File: config.mk
export PLATFORM = sky130hd
export DESIGN_NAME = cdb_arbiter_rr
export DESIGN_NICKNAME = d
export VERILOG_FILES = /design/src/rtl/cdb_arbiter_rr.sv
export SDC_FILE = /design/constraint.sdc
export NUM_CORES = 1
export LEC_CHECK = 0
export CAP_MARGIN = 10
export CORE_ASPECT_RATIO = 1.1
export CORE_MARGIN = 8
export CORE_UTILIZATION = 36
export DETAILED_ROUTE_END_ITERATION = 12
export GPL_ROUTABILITY_DRIVEN = 0
export PLACE_DENSITY = 0.76
export SLEW_MARGIN = 10
export SYNTH_ARGS = -nofsm -noshare
export SYNTH_HDL_FRONTEND = slang
export SYNTH_SLANG_ARGS = --single-unit
File: constraint.sdc
create_clock -name clk -period 3 [get_ports clk]
set_input_delay 0.9 -clock clk [delete_from_list [all_inputs] [get_ports clk]]
set_output_delay 0.9 -clock clk [all_outputs]
set_load 0.005 [all_outputs]
File: src/rtl/cdb_arbiter_rr.sv
// -----------------------------------------------------------------------------
// cdb_arbiter_rr
// Common Data Bus arbiter for the out-of-order core. NUM_CH functional-unit
// channels compete for a single registered broadcast slot on the CDB. The
// winner is chosen by round-robin (RR_MODE=1) or by fixed lowest-index
// priority (RR_MODE=0). A per-channel aging counter forces a grant to any
// channel that has waited MAX_WAIT cycles, which bounds the wait time in fixed
// mode. A pipeline flush suppresses the grant and clears all aging state.
//
// Ports
//   clk                 core clock, all state updates on the rising edge
//   rst_n               asynchronous active-low reset
//   flush_i             pipeline flush, no grant this cycle
//   req_valid_i         per-channel result valid, held until acked
//   req_result_i        flattened results, channel i at [i*DATA_WIDTH +: DATA_WIDTH]
//   req_tag_i           flattened ROB tags
//   req_dest_reg_i      flattened architectural destination registers (5 bits each)
//   req_is_float_i      per-channel FP destination flag
//   req_ack_o           one-hot grant, combinational, same cycle as the request
//   cdb_valid_o         registered broadcast valid
//   cdb_value_o         registered result
//   cdb_tag_o           registered ROB tag
//   cdb_dest_reg_o      registered destination register
//   cdb_is_float_o      registered FP flag
//   cdb_source_fu_o     registered winner index+1, 0 when idle
// -----------------------------------------------------------------------------
module cdb_arbiter_rr #(
  parameter int NUM_CH     = 4,
  parameter int DATA_WIDTH = 32,
  parameter int TAG_WIDTH  = 3,
  parameter int ID_WIDTH   = 3,
  parameter int RR_MODE    = 1,
  parameter int MAX_WAIT   = 8
) (
  input  logic                       clk,
  input  logic                       rst_n,
  input  logic                       flush_i,
  input  logic [NUM_CH-1:0]          req_valid_i,
  input  logic [NUM_CH*DATA_WIDTH-1:0] req_result_i,
  input  logic [NUM_CH*TAG_WIDTH-1:0]  req_tag_i,
  input  logic [NUM_CH*5-1:0]        req_dest_reg_i,
  input  logic [NUM_CH-1:0]          req_is_float_i,
  output logic [NUM_CH-1:0]          req_ack_o,
  output logic                       cdb_valid_o,
  output logic [DATA_WIDTH-1:0]      cdb_value_o,
  output logic [TAG_WIDTH-1:0]       cdb_tag_o,
  output logic [4:0]                 cdb_dest_reg_o,
  output logic                       cdb_is_float_o,
  output logic [ID_WIDTH-1:0]        cdb_source_fu_o
);

  localparam int PTR_W = (NUM_CH > 1) ? $clog2(NUM_CH) : 1;
  localparam int CNT_W = (MAX_WAIT > 0) ? $clog2(MAX_WAIT + 1) : 1;
  localparam logic [CNT_W-1:0] WAIT_SAT = CNT_W'(MAX_WAIT);
  localparam logic [PTR_W-1:0] LAST_CH  = PTR_W'(NUM_CH - 1);
  localparam logic [NUM_CH-1:0] ONE_HOT0 = NUM_CH'(1);

  // Channel index reached by stepping 'off' places up from 'base', wrapping
  // past the last channel back to channel 0.
  function automatic logic [PTR_W-1:0] wrap_idx(input logic [PTR_W-1:0] base,
                                                input int off);
    int sum;
    sum = int'(base) + off;
    if (sum >= NUM_CH) begin
      sum = sum - NUM_CH;
    end else begin
      sum = sum;
    end
    return PTR_W'(sum);
  endfunction

  logic [PTR_W-1:0]             rr_ptr_q, rr_ptr_d;
  logic [NUM_CH-1:0][CNT_W-1:0] wait_cnt_q, wait_cnt_d;

  logic                  cdb_valid_q, cdb_valid_d;
  logic [DATA_WIDTH-1:0] cdb_value_q, cdb_value_d;
  logic [TAG_WIDTH-1:0]  cdb_tag_q, cdb_tag_d;
  logic [4:0]            cdb_dest_q, cdb_dest_d;
  logic                  cdb_float_q, cdb_float_d;
  logic [ID_WIDTH-1:0]   cdb_src_q, cdb_src_d;

  logic              aged_any_s, fix_any_s, rr_any_s, grant_any_s;
  logic [PTR_W-1:0]  aged_idx_s, fix_idx_s, rr_idx_s, grant_idx_s;
  logic [NUM_CH-1:0] req_ack_s;

  // Candidate winners for each policy and the final grant selection.
  always_comb begin
    aged_any_s  = 1'b0;
    aged_idx_s  = '0;
    fix_any_s   = 1'b0;
    fix_idx_s   = '0;
    rr_any_s    = 1'b0;
    rr_idx_s    = '0;
    grant_any_s = 1'b0;
    grant_idx_s = '0;
    // Descending scans so the lowest index / smallest offset is the last
    // assignment and therefore wins.
    for (int i = NUM_CH - 1; i >= 0; i--) begin
      if (req_valid_i[i] && (MAX_WAIT > 0) && (wait_cnt_q[i] == WAIT_SAT)) begin
        aged_any_s = 1'b1;
        aged_idx_s = PTR_W'(i);
      end else begin
        aged_any_s = aged_any_s;
      end
      if (req_valid_i[i]) begin
        fix_any_s = 1'b1;
        fix_idx_s = PTR_W'(i);
      end else begin
        fix_any_s = fix_any_s;
      end
    end
    for (int off = NUM_CH - 1; off >= 0; off--) begin
      if (req_valid_i[wrap_idx(rr_ptr_q, off)]) begin
        rr_any_s = 1'b1;
        rr_idx_s = wrap_idx(rr_ptr_q, off);
      end else begin
        rr_any_s = rr_any_s;
      end
    end
    if (flush_i) begin
      grant_any_s = 1'b0;
    end else if (aged_any_s) begin
      grant_any_s = 1'b1;
      grant_idx_s = aged_idx_s;
    end else if (RR_MODE != 0) begin
      grant_any_s = rr_any_s;
      grant_idx_s = rr_idx_s;
    end else begin
      grant_any_s = fix_any_s;
      grant_idx_s = fix_idx_s;
    end
    if (grant_any_s) begin
      req_ack_s = ONE_HOT0 << grant_idx_s;
    end else begin
      req_ack_s = '0;
    end
  end

  // The ack is masked by reset directly so no grant is visible while in reset.
  assign req_ack_o = req_ack_s & {NUM_CH{rst_n}};

  // Next broadcast contents and round-robin pointer advance.
  always_comb begin
    rr_ptr_d    = rr_ptr_q;
    cdb_valid_d = 1'b0;
    cdb_value_d = '0;
    cdb_tag_d   = '0;
    cdb_dest_d  = 5'd0;
    cdb_float_d = 1'b0;
    cdb_src_d   = '0;
    if (grant_any_s) begin
      rr_ptr_d    = (grant_idx_s == LAST_CH) ? '0 : grant_idx_s + PTR_W'(1);
      cdb_valid_d = 1'b1;
      cdb_value_d = req_result_i[int'(grant_idx_s)*DATA_WIDTH +: DATA_WIDTH];
      cdb_tag_d   = req_tag_i[int'(grant_idx_s)*TAG_WIDTH +: TAG_WIDTH];
      cdb_dest_d  = req_dest_reg_i[int'(grant_idx_s)*5 +: 5];
      cdb_float_d = req_is_float_i[grant_idx_s];
      cdb_src_d   = ID_WIDTH'(grant_idx_s) + ID_WIDTH'(1);
    end else begin
      rr_ptr_d = rr_ptr_q;
    end
  end

  // Aging counters: count while requesting and losing, otherwise restart.
  always_comb begin
    wait_cnt_d = '0;
    for (int i = 0; i < NUM_CH; i++) begin
      if (req_valid_i[i] && !req_ack_s[i] && !flush_i) begin
        if (wait_cnt_q[i] == WAIT_SAT) begin
          wait_cnt_d[i] = WAIT_SAT;
        end else begin
          wait_cnt_d[i] = wait_cnt_q[i] + CNT_W'(1);
        end
      end else begin
        wait_cnt_d[i] = '0;
      end
    end
  end

  // State and broadcast registers.
  always_ff @(posedge clk or negedge rst_n) begin
    if (!rst_n) begin
      rr_ptr_q    <= '0;
      wait_cnt_q  <= '0;
      cdb_valid_q <= 1'b0;
      cdb_value_q <= '0;
      cdb_tag_q   <= '0;
      cdb_dest_q  <= 5'd0;
      cdb_float_q <= 1'b0;
      cdb_src_q   <= '0;
    end else begin
      rr_ptr_q    <= rr_ptr_d;
      wait_cnt_q  <= wait_cnt_d;
      cdb_valid_q <= cdb_valid_d;
      cdb_value_q <= cdb_value_d;
      cdb_tag_q   <= cdb_tag_d;
      cdb_dest_q  <= cdb_dest_d;
      cdb_float_q <= cdb_float_d;
      cdb_src_q   <= cdb_src_d;
    end
  end

  assign cdb_valid_o     = cdb_valid_q;
  assign cdb_value_o     = cdb_value_q;
  assign cdb_tag_o       = cdb_tag_q;
  assign cdb_dest_reg_o  = cdb_dest_q;
  assign cdb_is_float_o  = cdb_float_q;
  assign cdb_source_fu_o = cdb_src_q;

endmodule

==> run_results.csv, run 1 <==
group,metric,value,unit
route,wl_per_cell,17.19,µm
logic_synthesis,synthMuxAreaShare,0.3077,
timing,slew_headroom,0.5039,
place,io_buffers,219,
clock_tree,cts_buffers,9,
clock_tree,cts_sinks,63,
route,vias,3768,
worst_setup_path,critPathKind,"in -> out",
global_routing,met3_usage,0.06046,
clock_tree,cts-root-buf,"clkbuf_16",
finish,area_delta_synth_final,67.95,%
clock_tree,clock_path_buffers,2,
logic_synthesis,synth-main-ff-cell,"dfrtp_1",
power_and_ir_drop,power_leakage,3.551,nW
logic_synthesis,synth-xor-area-share,0.008323,
finish,final_nets,819,
clock_tree,cts_htree_levels,3,
floorplanning,start_util,0.3679,
timing,slew_violations,0,
timing,worst_slack,-0.1651,ns
logic_synthesis,synth_adder_area_share,0.03567,
floorplanning,fp.dieArea,0.01541,mm²
power_and_ir_drop,p_per_area,462.8,mW/mm²
worst_setup_path,cp-start-kind,"primary input",
worst_setup_path,required,2.10,ns
clock_tree,clk_latency,0.32,ns
global_routing,grt_max_degree,47,
clock_tree,hold_buffers,0,
outcome,violations,"setup timing",
worst_setup_path,cp-end-kind,"output pin",
timing,worst_pin_slew,0.7441,ns
power_and_ir_drop,vdd_ir_drop_max,0.0002216,V
worst_setup_path,crit_path_max_fanout,4,
outcome,status,"finished, violations left",
timing,fmax,0.3160,GHz
route,drt_first_iter_violations,89,
flow_run,drv_cap,0,
floorplanning,die_h,129.4,µm
logic_synthesis,yosysSeqAreaShare,0.3746,
timing,setup_viol,4,
timing,setup-tns-final,-0.5493,ns
clock_tree,tritoncts,"built",
floorplanning,fp-row-count,41,
timing,finalCritPeriodShare,1.055,
place,hpwlAfterDp,10480,µm
logic_synthesis,yosysWarnings,0,
logic_synthesis,synth-compound-area-share,0.01813,
logic_synthesis,syn_inst,392,
logic_synthesis,synth_area,0.004209,mm²
timing,fin_crit,3.165,ns
floorplanning,ios,220,
global_routing,met2_usage,0.3351,
logic_synthesis,async_reset_ff_frac,1.000,
global_routing,grt-ovfl-total,0,
clock_tree,clkTransAtPathRegs,0.06,ns
logic_synthesis,synth_edf_count,0,
finish,final_cell_mix,"clkdlybuf4s50_1 (209), mux2i_1 (125), and2_1 (85)",
worst_setup_path,crit_arrival,2.27,ns
finish,drive_gt1_frac,0.1357,
logic_synthesis,synthSimpleGateAreaFrac,0.1846,
logic_synthesis,synth_nets,575,
global_routing,use_met1,0.1705,
global_routing,top_usage_layer,"met2",
global_routing,grt_pass1_wl,21280,µm
logic_synthesis,avgSynthCellArea,10.74,µm²
logic_synthesis,synth_top_family_by_area,"multiplexers",
timing,hold_violations,0,
route,viasPerCell,4.764,
global_routing,grt.total_usage,0.1741,
global_routing,grt_pass1_vias,4193,
logic_synthesis,post_synth_num_cell_types,32,
timing,skew,0.006062,ns
timing,holdWs,0.5371,ns
route,drc,0,
finish,diodes,0,
route,routed_wl,13600,µm
logic_synthesis,ys_ff_latch,63,
route,dr.pass1.iters,4,
global_routing,antenna_found_initial,0,
place,dp_slack,-1.003,ns
hold_path,hp-class,"reg -> reg",
floorplanning,fp.dieW,119.1,µm
floorplanning,coreArea,0.01144,mm²
finish,layout_commonest_cell,"clkdlybuf4s50_1",
route,final_antenna_net_count,0,
timing,rsz0062_at_grt,"yes",
==> through the flow <==
stage / power [mW] / util / area [µm²] / instances
after floorplan: 1.581 / - / 4209 / 392
after global placement: 2.094 / 0.5730 / 6555 / 763
after detailed placement: 2.119 / 0.5730 / 6555 / 763
after CTS: 3.299 / 0.6162 / 7049 / 789
after global routing: 3.445 / 0.6180 / 7069 / 791
final: 3.272 / 0.6180 / 7069 / 791
==> final timing paths <==
check,start,to,slack [ns],cells past startpoint
max,req_valid_i[2],req_ack_o[3],-0.17,9
min,wait_cnt_q[12]$_DFF_PN0_,wait_cnt_q[12]$_DFF_PN0_,0.54,2
max reg2reg,rr_ptr_q[0]$_DFFE_PN0P_,cdb_value_o[9]$_DFF_PN0_,0.46,10
min reg2reg,wait_cnt_q[12]$_DFF_PN0_,wait_cnt_q[12]$_DFF_PN0_,0.54,2
max in group asynchronous,rst_n,cdb_value_o[31]$_DFF_PN0_,1.92,2
min in group asynchronous,rst_n,cdb_dest_reg_o[4]$_DFF_PN0_,0.67,2
==> routing by layer <==
layer  wire length, µm  up-vias
met2              7549      130
li1                  -     1818
met4               265        0
met5                 0        -
met1              4910     1801
met3               869       19
==> timing repair <==
| item | 4_1_cts | 5_1_grt |
|---|---|---|
| resized for setup | 66 | 4 |
| buffers inserted | 10 | 2 |
| setup endpoints to repair | 4 | 4 |
| pin swaps | 11 | 2 |
| endpoints found under the hold margin | 0 | 0 |
==> critical path, cell delays in order <==
cell	delay [ns]
buf_6	0.09
buf_6	0.12
a2111oi_4	0.44
o21ai_4	0.12
buf_6	0.14
inv_8	0.06
ha_4	0.13
and3_4	0.17
buf_6	0.09
==> kinds of logic after synthesis <==
logic type	Yosys count
adder cells (fa/ha/maj)	12
multiplexers	129
XOR/XNOR	4
buffers and inverters	37
AO/OA/AOI/OAI	12
flip-flops	63
AND/OR/NAND/NOR	135
==> registers in the layout, indices dropped and copies added (netlist names) <==
register / cells
cdb_tag_o: 3
wait_cnt_q: 16
cdb_value_o: 32
cdb_source_fu_o: 3
cdb_valid_o: 1
cdb_dest_reg_o: 5
rr_ptr_q: 2
cdb_is_float_o: 1
==> layout make-up <==
type | count | area (µm²)
timing repair buffer | 257 | 2469
sequential | 63 | 1577
clock inverter | 6 | 85.08
multi-input combinational | 292 | 2461
tap | 150 | 187.7
fill | 948 | 4370
inverter | 13 | 61.31
clock buffer | 10 | 229.0
==> synthesized netlist by cell type (2+ instances only) <==
cell	instances	area [µm²]
nor3_1	4	20.02
nand3_1	4	20.02
clkbuf_1	9	33.78
o21ai_1	2	10.01
a21oi_1	6	30.03
inv_1	12	45.04
buf_12	7	140.1
and2_1	85	531.8
nand2_1	11	41.29
mux2_2	3	33.78
clkbuf_4	2	15.01
and3_1	6	37.54
xor2_1	4	35.03
dfrtp_1	63	1577
nor2_1	17	63.81
mux2i_1	126	1261
buf_6	5	56.30
ha_1	12	150.1
==> power by group <==
group          switching, mW  internal, mW
registers             0.0532         0.973
clock network          0.369         0.724
logic                  0.447         0.706
total                  0.869          2.40
Power figures use the tool's default switching activity.
==> inputs of run 2 (changes only) <==
--- a/config.mk
+++ b/config.mk
@@ -6,12 +6,13 @@
 export NUM_CORES = 1
 export LEC_CHECK = 0
 export CAP_MARGIN = 10
+export CELL_PAD_IN_SITES_DETAIL_PLACEMENT = 1
+export CELL_PAD_IN_SITES_GLOBAL_PLACEMENT = 1
 export CORE_ASPECT_RATIO = 1.1
-export CORE_MARGIN = 8
-export CORE_UTILIZATION = 36
+export CORE_UTILIZATION = 27
 export DETAILED_ROUTE_END_ITERATION = 12
 export GPL_ROUTABILITY_DRIVEN = 0
-export PLACE_DENSITY = 0.76
+export PLACE_DENSITY = 0.78
 export SLEW_MARGIN = 10
 export SYNTH_ARGS = -nofsm -noshare
 export SYNTH_HDL_FRONTEND = slang
==> run_results.csv, run 2 (same netlist as run 1, synthesis figures left out) <==
group,metric,value,unit
finish,multiInputGateArea,0.002465,mm²
finish,regArea,0.001577,mm²
global_routing,antenna_found_initial,0,
global_routing,grt_max_degree,52,
hold_path,hp-class,"in -> async",
place,io_buffers,219,
route,final_antenna_net_count,0,
clock_tree,cts_htree_levels,3,
timing,rsz0062_at_grt,"yes",
power_and_ir_drop,p_per_area,457.2,mW/mm²
outcome,status,"finished, violations left",
global_routing,grt_pass1_wl,21790,µm
power_and_ir_drop,power_leakage,3.515,nW
finish,diodes,0,
global_routing,grt_pass1_vias,4280,
finish,postLayoutCellArea,0.007062,mm²
worst_setup_path,cp-end-kind,"output pin",
route,drc,0,
route,vias,3801,
timing,fmax,0.3195,GHz
worst_setup_path,slowest_stage,"and4b_2",
worst_setup_path,slowest_delay,0.25,ns
worst_setup_path,crit_path_max_fanout,4,
place,dp_slack,-0.9930,ns
floorplanning,coreArea,0.01511,mm²
finish,drive_gt1_frac,0.1341,
clock_tree,cts_sinks,63,
route,routed_wl,13900,µm
floorplanning,start_util,0.2785,
timing,setup_viol,4,
finish,n_fill_cell,1670,
finish,area_delta_synth_final,67.78,%
flow_run,drv_cap,0,
floorplanning,fp-row-count,47,
timing,setup-tns-final,-0.4443,ns
floorplanning,fp.dieW,121.0,µm
clock_tree,cts-root-buf,"clkbuf_16",
worst_setup_path,path_cells,"buf_8 -> and4b_2 -> a2111oi_4 -> o21ai_4 -> buf_6 -> inv_6 -> ha_4 -> and3_1 -> buf_2",
clock_tree,tritoncts,"built",
finish,final_nets,813,
timing,fin_crit,3.130,ns
clock_tree,cts_buffers,9,
worst_setup_path,crit_family,"buffers and inverters",
finish,largest_register_ffs,32,
route,viasPerCell,4.580,
finish,layout_commonest_cell,"clkdlybuf4s50_1",
place,hpwlAfterDp,10670,µm
floorplanning,die_h,133.0,µm
clock_tree,clk_latency,0.32,ns
timing,holdWs,0.4266,ns
power_and_ir_drop,vdd_ir_drop_max,0.0002360,V
clock_tree,clkTransAtPathRegs,0.05,ns
timing,slew_violations,0,
place,placed_cell_area,0.006583,mm²
floorplanning,ios,220,
timing,skew,0.005326,ns
timing,worst_pin_slew,0.7720,ns
global_routing,grt.total_usage,0.1776,
route,drt_first_iter_violations,81,
timing,worst_slack,-0.1301,ns
outcome,violations,"setup timing",
timing,finalCritPeriodShare,1.043,
floorplanning,fp.dieArea,0.01609,mm²
worst_setup_path,cp-start-kind,"primary input",
timing,hold_violations,0,
worst_setup_path,path_buf_inv,4,
finish,final_cell_mix,"clkdlybuf4s50_1 (209), mux2i_1 (125), and2_1 (85)",
worst_setup_path,required,2.10,ns
clock_tree,hold_buffers,0,
clock_tree,clock_path_buffers,2,
timing,slew_headroom,0.4853,
route,wl_per_cell,16.74,µm
global_routing,grt-ovfl-total,0,
worst_setup_path,crit_arrival,2.23,ns
route,dr.pass1.iters,4,
worst_setup_path,critPathKind,"in -> out",
run 2: changes by cell type in the layout (fill, tap and decap cells not counted), sizes merged:
cell	change
buf	-6
bufinv	-1
clkbuf	+1
clkinv	+1
clkinvlp	-2
run 2: metrics by stage:
step	utilization	instances	total power, mW
after floorplan	-	392	1.581
after global placement	0.4355	805	2.103
after detailed placement	0.4355	805	2.140
after CTS	0.4664	829	3.271
after global routing	0.4673	830	3.407
final	0.4673	830	3.228
run 2: timing repair:
action                     CTS  global route
gates resized for setup     68             2
setup buffers                9             1
pin swaps                    6             0
setup endpoints to repair    5             4
run 2: worst paths after layout:
check,startpoint,endpoint,slack [ns],cells past startpoint
setup / recovery,req_valid_i[2],req_ack_o[3],-0.13,9
min in group clk,wait_cnt_q[12]$_DFF_PN0_,wait_cnt_q[12]$_DFF_PN0_,0.54,2
max in group asynchronous,rst_n,cdb_value_o[13]$_DFF_PN0_,1.92,2
hold / removal,rst_n,wait_cnt_q[5]$_DFF_PN0_,0.43,1
hold reg to reg,wait_cnt_q[12]$_DFF_PN0_,wait_cnt_q[12]$_DFF_PN0_,0.54,2
setup reg to reg,wait_cnt_q[1]$_DFF_PN0_,cdb_tag_o[2]$_DFF_PN0_,0.42,10
run 2: layout make-up:
| type | count | area share |
|---|---|---|
| flip-flops and latches | 63 | 0.2232 |
| clock buffers | 11 | 0.03579 |
| multi-input cells | 292 | 0.3490 |
| inverters | 13 | 0.007619 |
| well taps | 196 | 0.03473 |
| repair buffers | 251 | 0.3432 |
| clock inverters | 4 | 0.006378 |
run 2: worst reg2reg max path: cells and delay by family (launching register included):
family	cells	cell delay (ns)
buffers and inverters	3	0.85
muxes	2	0.56
AOI/OAI and AO/OA	1	0.10
adders and majority gates	1	0.15
DFF	1	0.40
and+or+nand+nor	3	0.39
run 2: report_power, final:
part           switching, mW  internal [mW]  total (mW)
registers             0.0529          0.973        1.03
clock network          0.369          0.679        1.05
logic                  0.454          0.700        1.15
total                  0.876           2.35        3.23
run 2: routing by layer:
metal | routed length [µm] | share of wire | GRT usage
met2 | 7589 | 0.55 | 0.3368
met5 | 0 | 0 | 0
met4 | 361 | 0.026 | 0.06653
met1 | 5101 | 0.37 | 0.1819
met3 | 842 | 0.061 | 0.04871
==> inputs of run 3 (changes only) <==
--- a/config.mk
+++ b/config.mk
@@ -13,6 +13,7 @@
 export DETAILED_ROUTE_END_ITERATION = 12
 export GPL_ROUTABILITY_DRIVEN = 0
 export PLACE_DENSITY = 0.78
+export RECOVER_POWER = 50
 export SLEW_MARGIN = 10
 export SYNTH_ARGS = -nofsm -noshare
 export SYNTH_HDL_FRONTEND = slang
==> run_results.csv, run 3 (same netlist as run 1, synthesis figures left out) <==
group,metric,value,unit
outcome,status,"finished, violations left",
outcome,violations,"setup timing",
worst_setup_path,crit_arrival,2.23,ns
finish,largest_register_ffs,32,
worst_setup_path,slowest_delay,0.25,ns
worst_setup_path,slowest_stage,"and4b_2",
place,hpwlAfterDp,10670,µm
finish,regArea,0.001577,mm²
route,wl_per_cell,16.70,µm
worst_setup_path,path_buf_inv,4,
global_routing,met2_usage,0.3368,
timing,finalCritPeriodShare,1.043,
route,drt_first_iter_violations,83,
floorplanning,fp.dieW,121.0,µm
finish,final_cell_mix,"clkdlybuf4s50_1 (191), mux2i_1 (125), and2_1 (85)",
finish,n_fill_cell,1671,
timing,skew,0.005317,ns
timing,worst_slack,-0.1301,ns
global_routing,grt_max_degree,52,
timing,fin_crit,3.130,ns
power_and_ir_drop,finalPower,3.207,mW
finish,stdcell_count,830,
clock_tree,tritoncts,"built",
place,dp_slack,-0.9930,ns
clock_tree,cts-root-buf,"clkbuf_16",
global_routing,antenna_found_initial,0,
clock_tree,hold_buffers,0,
clock_tree,clock_path_buffers,2,
global_routing,grt.total_usage,0.1776,
power_and_ir_drop,p_per_area,454.4,mW/mm²
route,final_antenna_net_count,0,
place,io_buffers,219,
finish,multiInputGateArea,0.002465,mm²
global_routing,use_met1,0.1819,
global_routing,grt_pass1_vias,4280,
route,drc,0,
timing,worst_pin_slew,1.223,ns
finish,final_nets,813,
clock_tree,cts_buffers,9,
finish,area_delta_synth_final,67.69,%
finish,final_util,0.4670,
clock_tree,clkTransAtPathRegs,0.05,ns
power_and_ir_drop,vdd_ir_drop_max,0.0002360,V
route,dr.pass1.iters,4,
timing,hold_violations,0,
floorplanning,fp.dieArea,0.01609,mm²
power_and_ir_drop,power_leakage,3.542,nW
worst_setup_path,critPathKind,"in -> out",
finish,layout_commonest_cell,"clkdlybuf4s50_1",
clock_tree,cts_sinks,63,
floorplanning,fp-row-count,47,
hold_path,hp-class,"in -> async",
place,placed_cells,805,
route,viasPerCell,4.592,
finish,drive_gt1_frac,0.1325,
worst_setup_path,crit_family,"buffers and inverters",
worst_setup_path,crit_path_max_fanout,4,
floorplanning,coreArea,0.01511,mm²
floorplanning,ios,220,
global_routing,top_usage_layer,"met2",
route,vias,3811,
worst_setup_path,cp-end-kind,"output pin",
timing,setup_viol,4,
worst_setup_path,required,2.10,ns
floorplanning,start_util,0.2785,
finish,diodes,0,
floorplanning,die_h,133.0,µm
timing,slew_headroom,0.1847,
global_routing,grt_pass1_wl,21790,µm
route,routed_wl,13870,µm
worst_setup_path,path_cells,"buf_8 -> and4b_2 -> a2111oi_4 -> o21ai_4 -> buf_6 -> inv_6 -> ha_4 -> and3_1 -> buf_2",
timing,slew_violations,0,
global_routing,grt-ovfl-total,0,
flow_run,drv_cap,0,
clock_tree,cts_htree_levels,3,
clock_tree,clk_latency,0.32,ns
worst_setup_path,cp-start-kind,"primary input",
global_routing,met3_usage,0.04871,
timing,rsz0062_at_grt,"yes",
timing,fmax,0.3195,GHz
==> run 3: final timing paths <==
path	from	endpoint	slack, ns	depth (start not counted)
max	req_valid_i[2]	req_ack_o[3]	-0.13	9
min	rst_n	wait_cnt_q[5]$_DFF_PN0_	0.43	1
max reg2reg	wait_cnt_q[1]$_DFF_PN0_	cdb_tag_o[2]$_DFF_PN0_	0.42	10
min reg2reg	wait_cnt_q[12]$_DFF_PN0_	wait_cnt_q[12]$_DFF_PN0_	0.54	2
max in group asynchronous	rst_n	cdb_value_o[13]$_DFF_PN0_	1.92	2
min in group clk	wait_cnt_q[12]$_DFF_PN0_	wait_cnt_q[12]$_DFF_PN0_	0.54	2
==> run 3: power breakdown <==
group / internal (mW) / switching (mW)
registers: 0.973 / 0.0508
clock network: 0.679 / 0.366
logic: 0.684 / 0.454
==> run 3: layout make-up <==
| cell class | instances | area share |
|---|---|---|
| multi-input cells | 292 | 0.3492 |
| clock buffers | 11 | 0.03581 |
| clock inverters | 4 | 0.006382 |
| well taps | 196 | 0.03475 |
| flip-flops and latches | 63 | 0.2234 |
| repair buffers | 251 | 0.3428 |
| inverters | 13 | 0.007623 |
==> run 3: stage by stage <==
step	setup TNS [ns]	area (µm²)	hold WS (ns)
CTS	-0.3377	7049	0.4150
detailed placement	-13.89	6583	0.5349
global placement	-9.740	6583	0.5208
finish	-0.4443	7058	0.4267
floorplan	0	4209	0.4608
global route	-0.7221	7058	0.4297
==> run 3: layer usage <==
metal,wire length (µm),up-vias
met4,361,0
met3,842,23
met1,5069,1862
met5,0,-
met2,7592,125
li1,-,1801
==> run 3: repair_timing <==
| item | CTS | global route |
|---|---|---|
| endpoints found under the setup margin | 5 | 4 |
| pin swaps | 6 | 0 |
| hold endpoints to repair | 0 | 0 |
| setup buffers | 9 | 1 |
| resized for setup | 68 | 2 |
